File: src/rtl/rgb_pulse_decode_pkg.sv
`default_nettype none
// ============================================================================
//  Module      : rgb_pulse_decode_pkg
//  Description : Shared WS2812b timing constants (96 MHz clock) and the
//                pulse-decoder state encoding.
//  Revision    : 1.0 - initial release
// ============================================================================
package rgb_pulse_decode_pkg;

    // Default decode timing in clocks of the 96 MHz reference
    localparam int c_min_hi_clks = 16;    // shorter high pulses are glitches
    localparam int c_thresh_clks = 58;    // 0.6 us split between T0H and T1H
    localparam int c_reset_clks  = 4800;  // 50 us stable level = stream reset
    localparam int c_cnt_w       = 13;    // holds c_reset_clks

    typedef enum logic [1:0] {
        S_LOW    = 2'd0,
        S_HIGH   = 2'd1,
        S_STABLE = 2'd2
    } state_t;

endpackage : rgb_pulse_decode_pkg
`default_nettype wire

File: src/rtl/rgb_pulse_decode_sync.sv
`default_nettype none
// ============================================================================
//  Module      : rgb_pulse_decode_sync
//  Description : Two-flop synchroniser for the asynchronous data pin plus a
//                delay flop, producing single-cycle rise/fall indications.
//  Revision    : 1.0 - initial release
// ============================================================================
module rgb_pulse_decode_sync (
    input  logic clk,
    input  logic rst,
    input  logic i_din,
    output logic o_rise,
    output logic o_fall
);

    logic r_meta;
    logic r_din_s;
    logic r_din_q;

    // Metastability filter followed by one delay stage for edge detection
    always_ff @(posedge clk) begin
        if (rst) begin
            r_meta  <= 1'b0;
            r_din_s <= 1'b0;
            r_din_q <= 1'b0;
        end else begin
            r_meta  <= i_din;
            r_din_s <= r_meta;
            r_din_q <= r_din_s;
        end
    end

    assign o_rise = r_din_s & ~r_din_q;
    assign o_fall = r_din_q & ~r_din_s;

endmodule : rgb_pulse_decode_sync
`default_nettype wire

File: src/rtl/rgb_pulse_decode.sv
`default_nettype none
// ============================================================================
//  Module      : rgb_pulse_decode
//  Description : WS2812b serial front end. Measures synchronised high-pulse
//                widths and emits a 2-clock strobe for each decoded bit or
//                stream reset; counts rejected glitch pulses.
//  Revision    : 1.0 - initial release
// ============================================================================
module rgb_pulse_decode
    import rgb_pulse_decode_pkg::*;
#(
    parameter int MIN_HI_CLKS = c_min_hi_clks,
    parameter int THRESH_CLKS = c_thresh_clks,
    parameter int RESET_CLKS  = c_reset_clks,
    parameter int CNT_W       = c_cnt_w
) (
    input  logic       clk,
    input  logic       rst,
    input  logic       din,
    output logic       out_strobe,
    output logic       out_sbit_value,
    output logic       out_stream_reset,
    output logic [7:0] out_glitch_cnt
);

    localparam logic [CNT_W-1:0] c_min_hi = CNT_W'(MIN_HI_CLKS);
    localparam logic [CNT_W-1:0] c_thresh = CNT_W'(THRESH_CLKS);
    localparam logic [CNT_W-1:0] c_reset  = CNT_W'(RESET_CLKS);
    localparam logic [CNT_W-1:0] c_one    = CNT_W'(1);

    logic             w_rise;
    logic             w_fall;
    logic [CNT_W-1:0] r_cnt;
    state_t           r_state;
    state_t           w_state_nxt;
    logic             w_emit;
    logic             w_emit_val;
    logic             w_emit_rst;
    logic             w_glitch;
    logic             r_strobe;
    logic             r_hold;
    logic             r_val;
    logic             r_srst;
    logic [7:0]       r_glitch_cnt;

    rgb_pulse_decode_sync u_sync (
        .clk    (clk),
        .rst    (rst),
        .i_din  (din),
        .o_rise (w_rise),
        .o_fall (w_fall)
    );

    // Level-duration counter; the edge cycle counts as the first clock of
    // the new level, so at a fall it equals the number of high clocks
    always_ff @(posedge clk) begin
        if (rst) begin
            r_cnt <= '0;
        end else if (w_rise || w_fall) begin
            r_cnt <= c_one;
        end else if (r_cnt != c_reset) begin
            r_cnt <= r_cnt + c_one;
        end
    end

    // State register
    always_ff @(posedge clk) begin
        if (rst) begin
            r_state <= S_LOW;
        end else begin
            r_state <= w_state_nxt;
        end
    end

    // Next-state and event decode
    always_comb begin
        w_state_nxt = r_state;
        w_emit      = 1'b0;
        w_emit_val  = 1'b0;
        w_emit_rst  = 1'b0;
        w_glitch    = 1'b0;
        case (r_state)
            S_LOW: begin
                if (w_rise) begin
                    w_state_nxt = S_HIGH;
                end else if (r_cnt == c_reset) begin
                    w_emit      = 1'b1;
                    w_emit_rst  = 1'b1;
                    w_state_nxt = S_STABLE;
                end
            end
            S_HIGH: begin
                if (w_fall) begin
                    w_state_nxt = S_LOW;
                    if (r_cnt < c_min_hi) begin
                        w_glitch = 1'b1;
                    end else begin
                        w_emit     = 1'b1;
                        w_emit_val = (r_cnt >= c_thresh);
                    end
                end else if (r_cnt == c_reset) begin
                    w_emit      = 1'b1;
                    w_emit_rst  = 1'b1;
                    w_state_nxt = S_STABLE;
                end
            end
            S_STABLE: begin
                // Reset already reported; the edge leaving this state is silent
                if (w_rise) begin
                    w_state_nxt = S_HIGH;
                end else if (w_fall) begin
                    w_state_nxt = S_LOW;
                end
            end
            default: begin
                w_state_nxt = S_LOW;
            end
        endcase
    end

    // Strobe stretcher: a new event reloads the flags and restarts the window
    always_ff @(posedge clk) begin
        if (rst) begin
            r_strobe <= 1'b0;
            r_hold   <= 1'b0;
            r_val    <= 1'b0;
            r_srst   <= 1'b0;
        end else if (w_emit) begin
            r_strobe <= 1'b1;
            r_hold   <= 1'b0;
            r_val    <= w_emit_val;
            r_srst   <= w_emit_rst;
        end else if (r_strobe) begin
            if (r_hold) begin
                r_strobe <= 1'b0;
                r_hold   <= 1'b0;
            end else begin
                r_hold   <= 1'b1;
            end
        end
    end

    // Saturating count of rejected short pulses
    always_ff @(posedge clk) begin
        if (rst) begin
            r_glitch_cnt <= 8'd0;
        end else if (w_glitch && (r_glitch_cnt != 8'hFF)) begin
            r_glitch_cnt <= r_glitch_cnt + 8'd1;
        end
    end

    assign out_strobe       = r_strobe;
    assign out_sbit_value   = r_val;
    assign out_stream_reset = r_srst;
    assign out_glitch_cnt   = r_glitch_cnt;

endmodule : rgb_pulse_decode
`default_nettype wire

File: config.mk
export PLATFORM = sky130hd
export DESIGN_NAME = rgb_pulse_decode
export DESIGN_NICKNAME = d
export VERILOG_FILES = /design/src/rtl/rgb_pulse_decode_pkg.sv /design/src/rtl/rgb_pulse_decode_sync.sv /design/src/rtl/rgb_pulse_decode.sv
export SDC_FILE = /design/constraint.sdc
export NUM_CORES = 1
export LEC_CHECK = 0
export CAP_MARGIN = 20
export CORE_ASPECT_RATIO = 2
export CORE_MARGIN = 1
export CORE_UTILIZATION = 50
export DETAILED_ROUTE_END_ITERATION = 10
export GPL_ROUTABILITY_DRIVEN = 0
export MAX_ROUTING_LAYER = met4
export PLACE_DENSITY = 0.72
export SKIP_CTS_REPAIR_TIMING = 1
export SKIP_LAST_GASP = 1
export SYNTH_ARGS = -nofsm -noshare
export SYNTH_HDL_FRONTEND = slang
export SYNTH_SLANG_ARGS = --single-unit
File: constraint.sdc
create_clock -name clk -period 1.9 [get_ports clk]
set_input_delay 0.475 -clock clk [delete_from_list [all_inputs] [get_ports clk]]
set_output_delay 0.475 -clock clk [all_outputs]
set_load 0.05 [all_outputs]
After elaboration in Yosys (flattened, before gate mapping)
Index checks and enable logic that the tools add are counted.
{"block": "op_classes", "n_addsub": 2, "multipliers": 0, "div": 0, "n_lt_le_gt_ge": 2, "n_eq_ne": 6, "n_shift": 0, "n_mux": 24, "bitwise": 4, "n_reduce_logical": 6}
{"cell": "two-way mux 1 bit", "count": 16}
{"cell": "adder 13 x 1 -> 13 bit (second input constant)", "count": 1}
{"cell": "equality test 13 bit (second input constant)", "count": 1}
{"cell": ">= comparator 13 x 6 -> 1 bit (second input constant)", "count": 1}
{"cell": "less-than comparator 13 x 5 -> 1 bit (second input constant)", "count": 1}
{"cell": "!= test 13 bit (second input constant)", "count": 1}
{"cell": "two-way mux 2 bit", "count": 5}
{"cell": "adder 8 x 1 -> 8 bit (second input constant)", "count": 1}
{"cell": "!= test 8 bit (second input constant)", "count": 1}
{"cell": "one-hot mux 2 bit (3 select lines)", "count": 1}
{"cell": "one-hot mux 1 bit (2 select lines)", "count": 2}
{"cell": "OR reduction 2 bit", "count": 2}
{"cell": "!= test 3 bit (second input constant)", "count": 1}
{"cell": "AND 1 bit", "count": 2}
{"cell": "equality test 2 x 1 -> 1 bit (second input constant)", "count": 1}
{"cell": "equality test 2 bit (second input constant)", "count": 1}
{"cell": "logical NOT 2 bit", "count": 1}
{"cell": "NOT 1 bit", "count": 2}
{"cell": "nonzero test 2 bit", "count": 1}
{"cell": "logical AND 1 bit", "count": 1}
{"cell": "logical OR 1 bit", "count": 1}
{"block": "word_totals", "ff_bits": 30, "latch_bits": 0, "mem_bits_rw": 0, "mem_bits_ro": 0, "in_bits": 3, "output_inout_bits": 11, "word_cells": 55, "memories": 0}

Logic depth before layout (Yosys ltp)
{"block": "logic_depth", "word_depth": 5, "ltp_mapped": 7}

Hierarchy
A second synthesis with hierarchy kept.
{"block": "unflattened", "hier_cells": 167, "area_unflattened_um2": 1497.7}
{"mod": "rgb_pulse_decode", "instances": 1, "cells_per_inst": 159, "area_per_inst_um2": 1406.3, "seq_area_each_um2": 540.5}
{"mod": "rgb_pulse_decode_sync", "instances": 1, "cells_per_inst": 8, "area_per_inst_um2": 91.3, "seq_area_each_um2": 60.1}

Least setup slack after synthesis
No wires, ideal clock.
{"block": "synth_path", "path_kind": "reg-to-reg", "startpoint": "reg r_cnt[9]", "endpoint": "reg r_glitch_cnt[3] (netlist: out_glitch_cnt[3])", "arrival_time_ns": 2.027, "required_ns": 1.830, "slack_ns": -0.197, "stages_incl_launch_ff": 6, "n_path_buf": 1, "period_less_slack_ns": 2.097, "path_cell_list": "dfxtp_1 -> buf_6 -> or4_4 -> or4_4 -> or4_1 -> a21oi_1"}
{"block": "synth_via", "elab_chain_len": 5}
{"element": "start, declared", "line": "rgb_pulse_decode.sv:33", "source": "logic [CNT_W-1:0] r_cnt;"}
{"element": "start signal, assigned", "line": "rgb_pulse_decode.sv:60", "source": "r_cnt <= c_one;"}
{"element": "start signal, assigned", "line": "rgb_pulse_decode.sv:62", "source": "r_cnt <= r_cnt + c_one;"}
{"element": "less-than comparator 13 x 5 -> 1 bit", "line": "rgb_pulse_decode.sv:95", "source": "if (r_cnt < c_min_hi) begin"}
{"element": "two-way mux 1 bit", "line": "rgb_pulse_decode.sv:95"}
{"element": "two-way mux 1 bit", "line": "rgb_pulse_decode.sv:93", "source": "if (w_fall) begin"}
{"element": "two-way mux 1 bit", "line": "rgb_pulse_decode.sv:82", "source": "case (r_state)"}
{"element": "logical AND 1 bit", "line": "rgb_pulse_decode.sv:147", "source": "end else if (w_glitch && (r_glitch_cnt != 8'hFF)) begin"}
{"element": "end signal, assigned", "line": "rgb_pulse_decode.sv:148", "source": "r_glitch_cnt <= r_glitch_cnt + 8'd1;"}
{"element": "end, declared", "line": "rgb_pulse_decode.sv:44", "source": "logic [7:0] r_glitch_cnt;"}
No other way between the ends.
A chain may end at the register's enable or synchronous reset.

Worst setup path after layout
{"block": "layout_path", "startpoint": "reg r_cnt[7]", "endpoint": "reg r_glitch_cnt[5] (netlist: out_glitch_cnt[5])"}
The elaborated chain is that of the path after synthesis.

==> flow_metrics.tcl <==
set metrics [dict create \
    final_util_pct 65.77 \
    dr.pass1.iters 4 \
    start_util_pct 53.99 \
    rsz0062_at_grt "yes" \
    min_to "u_sync.r_din_s$_SDFF_PP0_" \
    syn_inst 165 \
    synthDistinctLibCells 42 \
    peakVddDrop_mv 0.5227 \
    grt_use_total_pct 24.57 \
    clock-skew-final_ns 0.001773 \
    syn_area_per_cell_um2 9.175 \
    hold_violations 0 \
    final_nets 205 \
    ios 14 \
    cp.required_ns 2.06 \
    via_per_inst 6.097 \
    syn_nets 173 \
    synth_top_flop_cell "dfxtp_1" \
    grt_max_degree 14 \
    clkTransAtPathRegs_ns 0.06 \
    num_rows 27 \
    grt_pass1_wl_um 5388 \
    slowest_delay_ns 0.54 \
    r2r_cells 5 \
    max_freq_ghz 0.4853 \
    fin_area_mm2 0.001844 \
    core_area_mm2 0.002804 \
    setup_ws_ns -0.1608 \
    timing.final.crit_share_pct 108.5 \
    die_h_um 79.82 \
    placed_area_mm2 0.001719 \
    fin_tns_setup_ns -0.8817 \
    slew_violations 0 \
    drt_wl_total_um 3569 \
    status "finished with violations" \
    synth-seq-cells 30 \
    cp_slowest_cell "or4_4" \
    grt_overflow 0 \
    cp_cell_sequence "or4_4, or4_4, buf_4, o41ai_2, a21oi_1" \
    drive_above_1_share_pct 27.41 \
    cts_tree "built" \
    cts_sinks 30 \
    vias 1378 \
    total_power_w 0.001184 \
    syn_area_mm2 0.001514 \
    fp.dieArea_mm2 0.003265 \
    cts_root_buffer "clkbuf_8" \
    worstSetupPathType "flop to flop" \
    arrival_ns 2.22 \
    portBuffers 13 \
    critPathMostFrequentCell "or4_4" \
    hold_ws_ns 0.4574 \
    filler_cell_count 252 \
    slew_headroom_pct 69.14 \
    setup_viol 7 \
    hp-class "flop to flop" \
    cts-htree-levels 2 \
    worstMarginPinSlew_ns 0.4629 \
    die_w_um 40.91 \
    ant_nets 0 \
    rr_endpoint "out_glitch_cnt[5]$_SDFFE_PP0P_" \
    hold_depth 1 \
    antenna_cells 0 \
    hp-start "u_sync.r_meta$_SDFF_PP0_" \
    clockBufferDepth 2 \
    async_flop_share_pct 0 \
    cp_max_fo 7 \
    power.leakage_nw 0.6671 \
    clk_latency_ns 0.28 \
    seq_area_frac_synth_pct 39.67 \
    rr_startpoint "r_cnt[7]$_SDFFE_PP0N_" \
    violations "setup timing" \
    yosys_warnings 0 \
    cap_viol_max_count 0 \
    cts_buffers 5 \
    syn_to_final_growth_pct 21.82 \
    place_hpwl_um 2622 \
    first_global_vias 1333 \
    drt_iter0_markers 39 \
    worst-path-buf-inv 1 \
    synth-edff-count 0 \
    critPathLaunchType "flop" \
    ff2ff_setup_slack_ns -0.16 \
    min_period_ns 2.061 \
    crit_path_end_kind "flop" \
    crit_family "simple AND/OR/NAND/NOR gates" \
    antenna_found_initial 0 \
    power.density_mw_per_mm2 642.0 \
    drt-wirelength-per-cell_um 15.79 \
    drcViolationCount 0 \
]
==> worst max-delay path by stage <==
stage | cells after the start | from | end
floorplan | 4 | r_cnt[7]$_SDFFE_PP0N_ | out_glitch_cnt[3]$_SDFFE_PP0P_
global placement | 4 | r_cnt[7]$_SDFFE_PP0N_ | out_glitch_cnt[3]$_SDFFE_PP0P_
detailed placement | 4 | r_cnt[7]$_SDFFE_PP0N_ | out_glitch_cnt[3]$_SDFFE_PP0P_
CTS | 4 | r_cnt[7]$_SDFFE_PP0N_ | out_glitch_cnt[3]$_SDFFE_PP0P_
global route | 5 | r_cnt[7]$_SDFFE_PP0N_ | out_glitch_cnt[5]$_SDFFE_PP0P_
finish | 5 | r_cnt[7]$_SDFFE_PP0N_ | out_glitch_cnt[5]$_SDFFE_PP0P_
==> layout by cell type, fill, tap and decap left out, types with 6 or more instances in the layout <==
cell     count
nand3_1      7
buf_4       29
inv_1        7
nor2_1      16
dfxtp_1     29
xnor2_1      6
nand2_1      6
a21oi_1      9
==> synth_stat cells (2+ instances only) <==
cell / count / area (um^2)
a21oi_1: 14 / 70.07
a41oi_1: 2 / 17.52
and3_1: 2 / 12.51
and4_1: 3 / 26.28
buf_6: 3 / 33.78
clkbuf_8: 2 / 27.53
dfxtp_1: 30 / 600.6
ha_1: 5 / 62.56
inv_1: 7 / 26.28
nand2_1: 6 / 22.52
nand2b_1: 4 / 25.02
nand3_1: 7 / 35.03
nand3b_1: 2 / 15.01
nand4_1: 4 / 25.02
nand4b_1: 2 / 17.52
nor2_1: 16 / 60.06
nor2b_1: 2 / 12.51
nor3_1: 4 / 20.02
nor4_1: 5 / 31.28
o21ai_0: 4 / 20.02
o31ai_1: 5 / 37.54
or3_1: 3 / 18.77
or4_1: 4 / 30.03
or4_4: 2 / 22.52
xnor2_1: 6 / 52.55
xor2_1: 5 / 43.79
==> worst reg2reg max path: cells and delay by family, from the launching register on <==
family | cells | cell delay, ns
compound gates | 2 | 0.39
buf+inv | 1 | 0.18
flops | 1 | 0.32
simple gates | 2 | 1.06
==> cells by family (layout without fill, tap and decap cells) <==
kind of cell | after synthesis | in the layout | synth area share, %
adder cells (fa/ha/maj) | 5 | 5 | 4.132
multiplexers | 1 | 1 | 0.6612
flip-flops | 30 | 30 | 39.67
AO/OA/AOI/OAI | 33 | 33 | 13.80
XOR/XNOR | 11 | 11 | 6.363
AND/OR/NAND/NOR | 71 | 71 | 28.51
buffers and inverters | 14 | 46 | 6.860
==> layout make-up <==
type,instances,area (um^2),share of cell area [%]
Inverter,7,26.28,1.425
Tap cell,29,36.28,1.967
Multi-Input combinational cell,121,854.6,46.34
Clock buffer,7,76.32,4.138
Sequential cell,30,601.8,32.63
Timing Repair Buffer,32,249.0,13.50
==> routing by layer <==
metal / wire [um] / global-route usage (%)
met5: 0 / -
met4: 116 / 12.00
met3: 100 / 5.850
met2: 2106 / 45.94
met1: 1245 / 18.98
==> power breakdown <==
part	switching, W	total (W)	internal [W]
Combinational	0.0000357	0.0000634	0.0000277
Sequential	0.00000821	0.000647	0.000639
Clock	0.000222	0.000474	0.000251
Total	0.000266	0.00118	0.000918
==> flip-flops by register name, summed over array words and instances, names as in the netlist <==
register / flops
r_hold: 1
u_sync.r_din_q: 1
r_state: 2
u_sync.r_meta: 1
u_sync.r_din_s: 1
out_stream_reset: 1
r_cnt: 13
out_glitch_cnt: 8
out_strobe: 1
out_sbit_value: 1
==> metrics by stage <==
step                worst slack [ns]  std cells
floorplan                    -0.1626        165
finish                       -0.1608        226
detailed placement           -0.2191        219
global placement             -0.1798        219
global route                 -0.2068        226
CTS                          -0.2323        226
(Power assumes the default switching activity.)
